==> config.mk <==
export PLATFORM = sky130hd
export DESIGN_NAME = multicycle_ctrl
export DESIGN_NICKNAME = d
export VERILOG_FILES = /design/src/rtl/multicycle_ctrl.sv
export SDC_FILE = /design/constraint.sdc
export NUM_CORES = 1
export LEC_CHECK = 0
export CELL_PAD_IN_SITES_DETAIL_PLACEMENT = 1
export CELL_PAD_IN_SITES_GLOBAL_PLACEMENT = 2
export CORE_ASPECT_RATIO = 0.6
export CORE_MARGIN = 3
export CORE_UTILIZATION = 21
export DETAILED_ROUTE_END_ITERATION = 12
export PLACE_DENSITY = 0.94
export SYNTH_ARGS = -nofsm -noshare
export SYNTH_HDL_FRONTEND = slang
export SYNTH_SLANG_ARGS = --single-unit
export TNS_END_PERCENT = 20
==> constraint.sdc <==
create_clock -name clk -period 2.9 [get_ports clk]
set_input_delay 0.29 -clock clk [delete_from_list [all_inputs] [get_ports clk]]
set_output_delay 0.29 -clock clk [all_outputs]
set_load 0.02 [all_outputs]
==> src/rtl/multicycle_ctrl.sv <==
// multicycle_ctrl: Moore FSM sequencing a multicycle MIPS-style datapath
module multicycle_ctrl #(
  parameter bit MEM_HS = 1'b1,
  parameter bit EN_JAL = 1'b1,
  parameter bit TRAP_ILLEGAL = 1'b1
) (
  input  logic       clk,
  input  logic       rst,
  input  logic [5:0] OP,
  input  logic [5:0] funct,
  input  logic       mem_ready,
  output logic       PCWrite,
  output logic       PCWriteCond,
  output logic       PCCondSrc,
  output logic       IorD,
  output logic       MemRead,
  output logic       MemWrite,
  output logic       IRWrite,
  output logic       RegWrite,
  output logic       ALUSrcA,
  output logic       ExtZero,
  output logic       illegal,
  output logic [1:0] RegDst,
  output logic [1:0] MemtoReg,
  output logic [1:0] ALUSrcB,
  output logic [1:0] PCSource,
  output logic [2:0] ALUOp,
  output logic [4:0] state
);
  typedef enum logic [4:0] {
    S_IF = 5'd0, S_ID = 5'd1, S_EXLS = 5'd2, S_MEMRD = 5'd3, S_WBLS = 5'd4,
    S_MEMST = 5'd5, S_EXR = 5'd6, S_WBR = 5'd7, S_BEQ = 5'd8, S_J = 5'd9,
    S_BNE = 5'd10, S_EXI = 5'd11, S_WBI = 5'd12, S_JAL = 5'd13, S_JR = 5'd14,
    S_TRAP = 5'd15, S_RESET = 5'd31
  } state_t;
  state_t st, nxt;
  logic [1:0] icls;
  logic ready;
  state_t bad;
  assign state = st;
  assign ready = mem_ready | ~MEM_HS;
  assign bad = TRAP_ILLEGAL ? S_TRAP : S_EXR;
  // state register; reset lands in RESET so outputs stay quiet one cycle after release
  always_ff @(posedge clk or posedge rst)
    if (rst) st <= S_RESET;
    else st <= nxt;
  // immediate class latched at decode so EX_I outputs depend on state registers only
  always_ff @(posedge clk or posedge rst)
    if (rst) icls <= 2'd0;
    else if (st == S_ID) icls <= OP == 6'b001010 ? 2'd1 : OP == 6'b001100 ? 2'd2 : OP == 6'b001101 ? 2'd3 : 2'd0;
  // next-state decode and per-state datapath controls
  always_comb begin
    nxt = S_IF;
    PCWrite = 1'b0;
    PCWriteCond = 1'b0;
    PCCondSrc = 1'b0;
    IorD = 1'b0;
    MemRead = 1'b0;
    MemWrite = 1'b0;
    IRWrite = 1'b0;
    RegWrite = 1'b0;
    ALUSrcA = 1'b0;
    ExtZero = 1'b0;
    illegal = 1'b0;
    RegDst = 2'b00;
    MemtoReg = 2'b00;
    ALUSrcB = 2'b00;
    PCSource = 2'b00;
    ALUOp = 3'b000;
    case (st)
      S_IF: begin
        MemRead = 1'b1;
        ALUSrcB = 2'b01;
        PCWrite = ready;
        IRWrite = ready;
        nxt = ready ? S_ID : S_IF;
      end
      S_ID: begin
        ALUSrcB = 2'b11;
        case (OP)
          6'b000000: nxt = (EN_JAL && funct == 6'b001000) ? S_JR : S_EXR;
          6'b000010: nxt = S_J;
          6'b000011: nxt = EN_JAL ? S_JAL : bad;
          6'b000100: nxt = S_BEQ;
          6'b000101: nxt = S_BNE;
          6'b001000, 6'b001010, 6'b001100, 6'b001101: nxt = S_EXI;
          6'b100011, 6'b101011: nxt = S_EXLS;
          default: nxt = bad;
        endcase
      end
      S_EXLS: begin
        ALUSrcA = 1'b1;
        ALUSrcB = 2'b10;
        nxt = OP == 6'b101011 ? S_MEMST : S_MEMRD;
      end
      S_MEMRD: begin
        MemRead = 1'b1;
        IorD = 1'b1;
        nxt = ready ? S_WBLS : S_MEMRD;
      end
      S_MEMST: begin
        MemWrite = 1'b1;
        IorD = 1'b1;
        nxt = ready ? S_IF : S_MEMST;
      end
      S_WBLS: begin
        RegWrite = 1'b1;
        MemtoReg = 2'b01;
      end
      S_EXR: begin
        ALUSrcA = 1'b1;
        ALUOp = 3'b010;
        nxt = S_WBR;
      end
      S_WBR: begin
        RegWrite = 1'b1;
        RegDst = 2'b01;
      end
      S_EXI: begin
        ALUSrcA = 1'b1;
        ALUSrcB = 2'b10;
        ALUOp = icls == 2'd1 ? 3'b101 : icls == 2'd2 ? 3'b011 : icls == 2'd3 ? 3'b100 : 3'b000;
        ExtZero = icls[1];
        nxt = S_WBI;
      end
      S_WBI: RegWrite = 1'b1;
      S_BEQ, S_BNE: begin
        ALUSrcA = 1'b1;
        ALUOp = 3'b001;
        PCWriteCond = 1'b1;
        PCCondSrc = st == S_BEQ;
        PCSource = 2'b01;
      end
      S_J: begin
        PCWrite = 1'b1;
        PCSource = 2'b10;
      end
      S_JAL: begin
        PCWrite = 1'b1;
        PCSource = 2'b10;
        RegWrite = 1'b1;
        RegDst = 2'b10;
        MemtoReg = 2'b10;
      end
      S_JR: begin
        PCWrite = 1'b1;
        PCSource = 2'b11;
      end
      S_TRAP: begin
        illegal = 1'b1;
        nxt = S_TRAP;
      end
      default: nxt = S_IF;
    endcase
  end
endmodule

* Word level (Yosys, flattened, before mapping)
Cells that the tools add are included.
** Storage, ports and cells
- Flip-flop bits (word level) :: 7
- Bits in latches :: 0
- Memory bits (writable) :: 0
- Bits in read-only memories :: 0
- Input bits :: 15
- Output and inout port bits :: 27
- Word-level logic and storage cells :: 72
- Memories :: 0
** Operators by class
- $add $sub $neg :: 0
- $mul :: 0
- Div/mod/pow operators :: 0
- Magnitude comparators :: 0
- Eq/ne operators :: 29
- Shifts and indexed selects :: 0
- Mux-type cells :: 29
- Bitwise operators :: 0
- Reduce and logical (&&, ||, !) cells :: 12
** Operator list (count)
- $eq 5x4->1 const B :: 8
- $pmux 4 s8 :: 1
- $eq 6x4->1 const B :: 5
- $pmux 4 s7 :: 1
- $eq 5x3->1 const B :: 4
- $mux 3 :: 6
- $eq 6x2->1 const B :: 2
- $eq 6x3->1 const B :: 2
- $eq 6x6->1 const B :: 2
- $pmux 2 s3 :: 2
- $reduce_or 2->1 :: 6
- $mux 1 :: 11
- $eq 5x2->1 const B :: 2
- $pmux 3 s3 :: 1
- $pmux 2 s2 :: 2
- $reduce_or 4->1 :: 2
- $logic_not 6->1 :: 1
- $mux 2 :: 3
- $eq 5x1->1 const B :: 1
- $logic_not 5->1 :: 1
- $reduce_or 5->1 :: 1
- $eq 2x2->1 const B :: 2
- $mux 4 :: 1
- $reduce_or 3->1 :: 1
- 2 further kinds :: 2

* Longest topological paths before layout
- Word-level depth :: 5
- Depth in mapped cells :: 5
- Mapped depth without buffers :: 4

* Worst setup path after synthesis
No wires, ideal clock.
- Path type :: reg-to-output
- Start point :: register st[1] (netlist: state[1])
- End point :: output RegWrite
- Arrival :: 1932 ps
- Data required time :: 2610 ps
- Path slack :: 678 ps
- Cell stages (with the launch flop) :: 5
- Buffers on the path :: 2
- Cell sequence :: dfstp_2 clkbuf_1 clkbuf_1 nor2_1 nor4bb_1
** Between the ends
- Longest elaborated chain between the ends :: 3
- Elaborated cells on any way between the ends :: 6
- Classes of those cells :: 4 x eq/ne; 1 x mux; 1 x reduce/logical
** Ends and longest elaborated chain
- start: declaration :: RTL line 36 : state_t st, nxt;
- start signal: assignment :: RTL line 46 : else st <= nxt;
- $eq 5x4->1 / $eq 5x3->1 (equally long branches) :: RTL line 70 : case (st)
- $reduce_or 4->1 (no line) (*)
- $mux 1 (*) :: RTL line 70
- end: declaration :: RTL line 19 : output logic RegWrite,
Mark *: on every way between the ends. The rest lies on a longest branch, timed or not.

* Worst setup path after layout
- Start point :: register st[3] (netlist: state[3])
- End point :: output ALUOp[2]
** Between the ends
- Longest elaborated chain between the ends :: 3
- Elaborated cells on any way between the ends :: 6
- Classes of those cells :: 4 x eq/ne; 1 x mux; 1 x reduce/logical
** Ends and longest elaborated chain
- $eq 5x4->1 :: RTL line 70
- $reduce_or 2->1 :: RTL line 70
- $pmux 3 s3 (*) :: RTL line 70
- end: declaration :: RTL line 27 : output logic [2:0] ALUOp,
Marked as above.

==> results.cfg <==
[timing]
post-route-min-period_ns = 2.577
timing.fmax_ghz = 0.3880
final_max_slew_viol_count = 0
fin_ws_ns = 0.3228
grt_setup_unrepaired = false
finalHoldViolCount = 0
fin_crit_sh = 0.8887
finalSetupTns_ns = 0
setup_viol = 0
final.setup_skew_ns = 0.005896

[worst_setup_path]
criticalPathCategory = reg -> out
end_kind = output pin
startpoint_type = flop
critical_path_required_ns = 2.61
arrival_ns = 2.29
critical_path.max_stage_delay_ns = 0.69
critPathTopFamily = simple AND/OR/NAND/NOR gates
critPathBufInv = 1
worstPathMaxFanout = 16
worstPathCellList = nand2b_1, or2_2, nor3_1, clkdlybuf4s50_1
slowest_stage = dfstp_2

[final_layout]
fin_area_mm2 = 0.001311
drive_gt1_frac = 0.08974
nNetsFinal = 175
area_growth_pct = 57.83
layoutNonFillerInstCount = 203
antennaDiodeCount = 0

[grt]
grt_use_total = 0.1412
grt.overflow.total = 0
antenna_found_initial = 0
grt_max_degree = 20
first_global_vias = 986
grt_pass1_wl_um = 5147

[clock_tree]
clockRootBuffer = clkbuf_8
clock-sinks = 7
ctsLongestPathBuffers = 2
cts_resized = 0
cts_hold_buf = 0
htree_levels = 1
cts_buffers = 3
path_clk_slew_ns = 0.04
tritoncts = yes
clk_latency_ns = 0.23
postCtsSetupRepairBufs = 0

[drt]
drt_iter0_drc = 51
via_count = 1009
drt-vias-per-instance = 4.970
remaining_drc_errors = 0
first_pass_iters = 4
ant_nets = 0
wl_per_cell_um = 15.67
routed_wl_um = 3180

[floorplanning]
pin_count = 42
dieArea_mm2 = 0.004772
core_mm2 = 0.003744
die-width_um = 87.20
chipHeight_um = 54.72
start_util = 0.2219
rows = 17

[synthesis]
seq_area_frac_synth = 0.2184
ys_ff_latch = 7
synthTopCellsByCount = nor2_1 (18), nor3_1 (10)
synthFlopType = dfstp_2
synth_most_common_cell = nor2_1
yosysTopAreaCellShare = 0.1581
ys_types = 42
synth_largest_area_cell = dfstp_2
synth_edf_count = 0
postSynthCellCount = 118
synth_area_leaders = dfstp_2 (16%), nor2_1 (8.1%), dfrtp_1 (6.0%), nor3_1 (6.0%), nand2b_1 (5.3%)
synth_area_um2 = 830.8
synth_warnings = 0
avgSynthCellArea_um2 = 7.041
synth.net_count = 136
async_flop_share = 1.000

[power_and_ir_drop]
total_leakage_power_nw = 0.4712
vdd_drop_max_uv = 362.7
pwr_density_cell_mw_per_mm2 = 728.9
power_mw = 0.9558

[job]
maxCapViolCount = 0

[min_path]
min_path_type = in -> async

[place]
gp_congestion = 0.7913
port_buffers = 41
dp_cells = 199
dpl.hpwl_um = 2435
dpl_cell_area_mm2 = 0.001266
place_ws_ns = 0.5658

[outcome]
status = finished, final reports clean
-- per-layer routing --
layer  share of wire  up-vias  global-route usage
met5               0        -                   0
met1            0.48      466              0.1924
met4          0.0094        0             0.03827
li1                -      491                   -
met3           0.090        4             0.04361
met2            0.42       48              0.2166
-- area by class of cell --
type / count / area, um2
timing repair buffer: 41 / 410.4
tap: 47 / 58.81
inverter: 7 / 26.28
sequential: 7 / 181.4
multi-input combinational: 97 / 589.3
fill: 468 / 2432
clock buffer: 4 / 45.04
-- through the flow --
step / hold slack [ns] / util
2_1_floorplan: 0.08977 / -
3_3_place_gp: 0.5381 / 0.3382
3_5_place_dp: 0.5574 / 0.3382
4_1_cts: 0.3127 / 0.3503
5_1_grt: 0.3271 / 0.3503
6_report: 0.2962 / 0.3503
-- kinds of logic after synthesis --
logic type                 synth area share
AOI/OAI and AO/OA                    0.2335
xor gates and xnor gates            0.02109
adders and majority gates           0.04519
buffers and inverters               0.07229
DFF                                  0.2184
muxes                               0.01205
other                              0.004514
and+or+nand+nor                      0.3931
-- power breakdown --
group / total [mW] / switching (mW) / internal (mW)
combinational: 0.555 / 0.290 / 0.265
clock: 0.142 / 0.0467 / 0.0955
sequential: 0.259 / 0.110 / 0.149
-- worst paths after layout --
kind | startpoint | to | slack, ns | cells past startpoint
max | state[3] | ALUOp[2] | 0.32 | 4
min | rst | icls[0] | 0.30 | 2
max reg2reg | state[0] | icls[1] | 1.19 | 4
min reg2reg | icls[0] | icls[0] | 0.62 | 2
max in group asynchronous | rst | state[2] | 2.32 | 2
min in group clk | icls[0] | icls[0] | 0.62 | 2
-- state kept, by name (all words and copies together), names as in the netlist --
name / cells
icls: 2
state: 5
-- placed cells by master (no fill, tap or decap), drive strengths merged, types with 2 or more instances in the layout --
| cell | instances |
|---|---|
| nand2b | 7 |
| or2 | 4 |
| clkdlybuf4s50 | 41 |
| a22oi | 2 |
| nor2b | 3 |
| nand2 | 7 |
| nand3b | 2 |
| a21o | 2 |
| clkbuf | 4 |
| dfrtp | 2 |
| or3 | 3 |
| ha | 3 |
| inv | 7 |
| dfstp | 5 |
| nor3 | 10 |
| o41ai | 2 |
| o21ai | 7 |
| nor2 | 18 |
| a21oi | 7 |
| xnor2 | 2 |
Power figures use the tool's default switching activity.
==> edit (config.mk and constraints unchanged) <==
`TRAP_ILLEGAL`: 1'b1 -> 1'b0.
--- a/src/rtl/multicycle_ctrl.sv
+++ b/src/rtl/multicycle_ctrl.sv
@@ -2,7 +2,7 @@
 module multicycle_ctrl #(
   parameter bit MEM_HS = 1'b1,
   parameter bit EN_JAL = 1'b1,
-  parameter bit TRAP_ILLEGAL = 1'b1
+  parameter bit TRAP_ILLEGAL = 1'b0
 ) (
   input  logic       clk,
   input  logic       rst,
Check against the original RTL: not equivalent (a bounded check fails within 4 cycles, from zero or initial values and one cycle with rst high).
==> edit against the original RTL <==
  * Worst setup slack worse by 0.13 ns
  * Clock skew is 0.0037 ns lower
  * Sequential cell count is the same
  * Utilization grew 0.20 points
  * Fmax down 4.8%
  * Power shrank 30%
  * Synthesized cell count grew 4.2%
  * Area after synthesis is 7.8% higher
  * Clock power rose by 3%
  * First-iteration DRC count up 12%
  * Global-route usage is 0.80 points lower
  * Cell area grew 4.0%
  * Routed wire length rose by 2.9%
  * Sequential share of layout area decreased by 0.53 points
==> edit: results (changes against the original RTL) <==
Adder-Cell Fraction of Synth Area = 4.190% (-0.33 points)
initial antenna violation count = 0 (unchanged)
number of global-route vias before repair = 1064 (+7.9%)
Initial DRT Pass Iterations = 4 (unchanged)
total track usage = 13.32% (-0.80 points)
Post-Syn Nets = 141 (+3.7%)
Worst Path Arrival = 2.42 ns (+0.13 ns)
H-Tree Level Count = 1 (unchanged)
DR iter-0 viols = 57 (+12%)
Worst-path clk slew = 0.04 ns (about the same)
Placer Congestion = 0.8053 (+1.8%)
post-synthesis compound-gate area fraction = 20.95% (-2.4 points)
Filler cells = 489 (+4.5%)
Setup Skew = 0.002233 ns (-0.003663 ns)
Longest Clk Path Bufs = 2 (unchanged)
hpwl dp = 2607 um (+7.1%)
fin nets = 180 (+2.9%)
post-synthesis mux area share = 1.117% (-0.088 points)
Yosys warnings = 0 (unchanged)
first-pass GRT wire length = 5520 um (+7.2%)
most instantiated cells after synthesis = 17 x nor2_1, 10 x nand2_1, 9 x nor3_1
sequential fraction of the synthesis area = 20.25% (-1.6 points)
worst vdd ir = 0.0002281 V (-37%)
status = complete, no violations
Power Internal = 0.3792 mW (-26%)
cts bufs inserted = 3 (unchanged)
crit-path max FO = 21 (+5)
routed vias/inst = 4.817 (-3.1%)
Synth cell types = 43 (+2.4%)
worst skew pair latency = 0.24 ns
pin count of the biggest net entering global routing = 23 (+15%)
XOR/XNOR Fraction of Synth Area = 1.955% (-0.15 points)
DRT Wirelength = 3271 um (+2.9%)
Leak = 0.5123 nW (+8.7%)
top cells by area, synth = dfstp_2 15%, nor2_1 7.1%, dfrtp_1 5.6%, nor3_1 5.0%, and2b_1 4.2%
share of layout cells above drive strength 1 = 10.56% (+1.6 points)
## edit: power groups by stage
stage                     Clock [mW]  Combinational (mW)  Sequential [mW]
after global placement             0               0.319            0.196
final                          0.146               0.327            0.198
after detailed placement           0               0.325            0.199
after CTS                      0.146               0.328            0.197
after global routing           0.156               0.356            0.208
after floorplan                    0               0.246            0.158
## edit: cell type report
type	instances	area share (%)
Sequential cell	7	13.30
Inverter	7	1.927
Timing Repair Buffer	41	30.09
Clock buffer	4	3.303
Tap cell	57	5.229
Multi-Input combinational cell	102	46.15
## edit: path summary, 6_finish.rpt
path	startpoint	endpoint	slack, ns	cells after the start
setup / recovery	state[1]	ALUOp[0]	0.19	4
hold / removal	rst	icls[0]	0.31	2
setup reg to reg	state[0]	state[2]	1.13	4
hold reg to reg	icls[0]	icls[0]	0.57	1
max in group asynchronous	rst	state[0]	2.30	2
min in group clk	icls[0]	icls[0]	0.57	1
## edit: cell families (layout without fill, tap and decap cells)
family,Yosys count,count (layout)
other,1,1
flip-flops,7,7
AO/OA/AOI/OAI,28,28
adder cells (fa/ha/maj),3,3
multiplexers,1,1
XOR/XNOR,2,2
buffers and inverters,14,52
AND/OR/NAND/NOR,67,67
## edit: per-layer routing
metal / part of all wire, % / track usage (%) / vias to the layer above
li1: - / - / 509
met1: 48 / 18.20 / 496
met2: 44 / 19.85 / 40
met3: 7.5 / 5.221 / 5
met4: 0.98 / 2.614 / 0
met5: 0 / 0 / -
## edit: worst max-delay path: stages (launching register included)
cell and delay (ns):
dfstp_2 0.77, nand2_1 0.24, or3_4 0.44, o21ai_2 0.12, clkdlybuf4s50_1 0.61
## edit: per-stage QoR
stage,worst slack [ns],area [sq um],utilization [%],hold slack (ns),cells
final,0.1941,1364,35.23,0.3077,218
after global routing,0.03571,1364,35.23,0.3406,218
after CTS,0.1872,1364,35.23,0.3213,218
after detailed placement,0.4366,1319,34.07,0.5659,214
after global placement,0.5244,1319,34.07,0.5319,214
after floorplan,1.070,895.9,-,0.08977,123
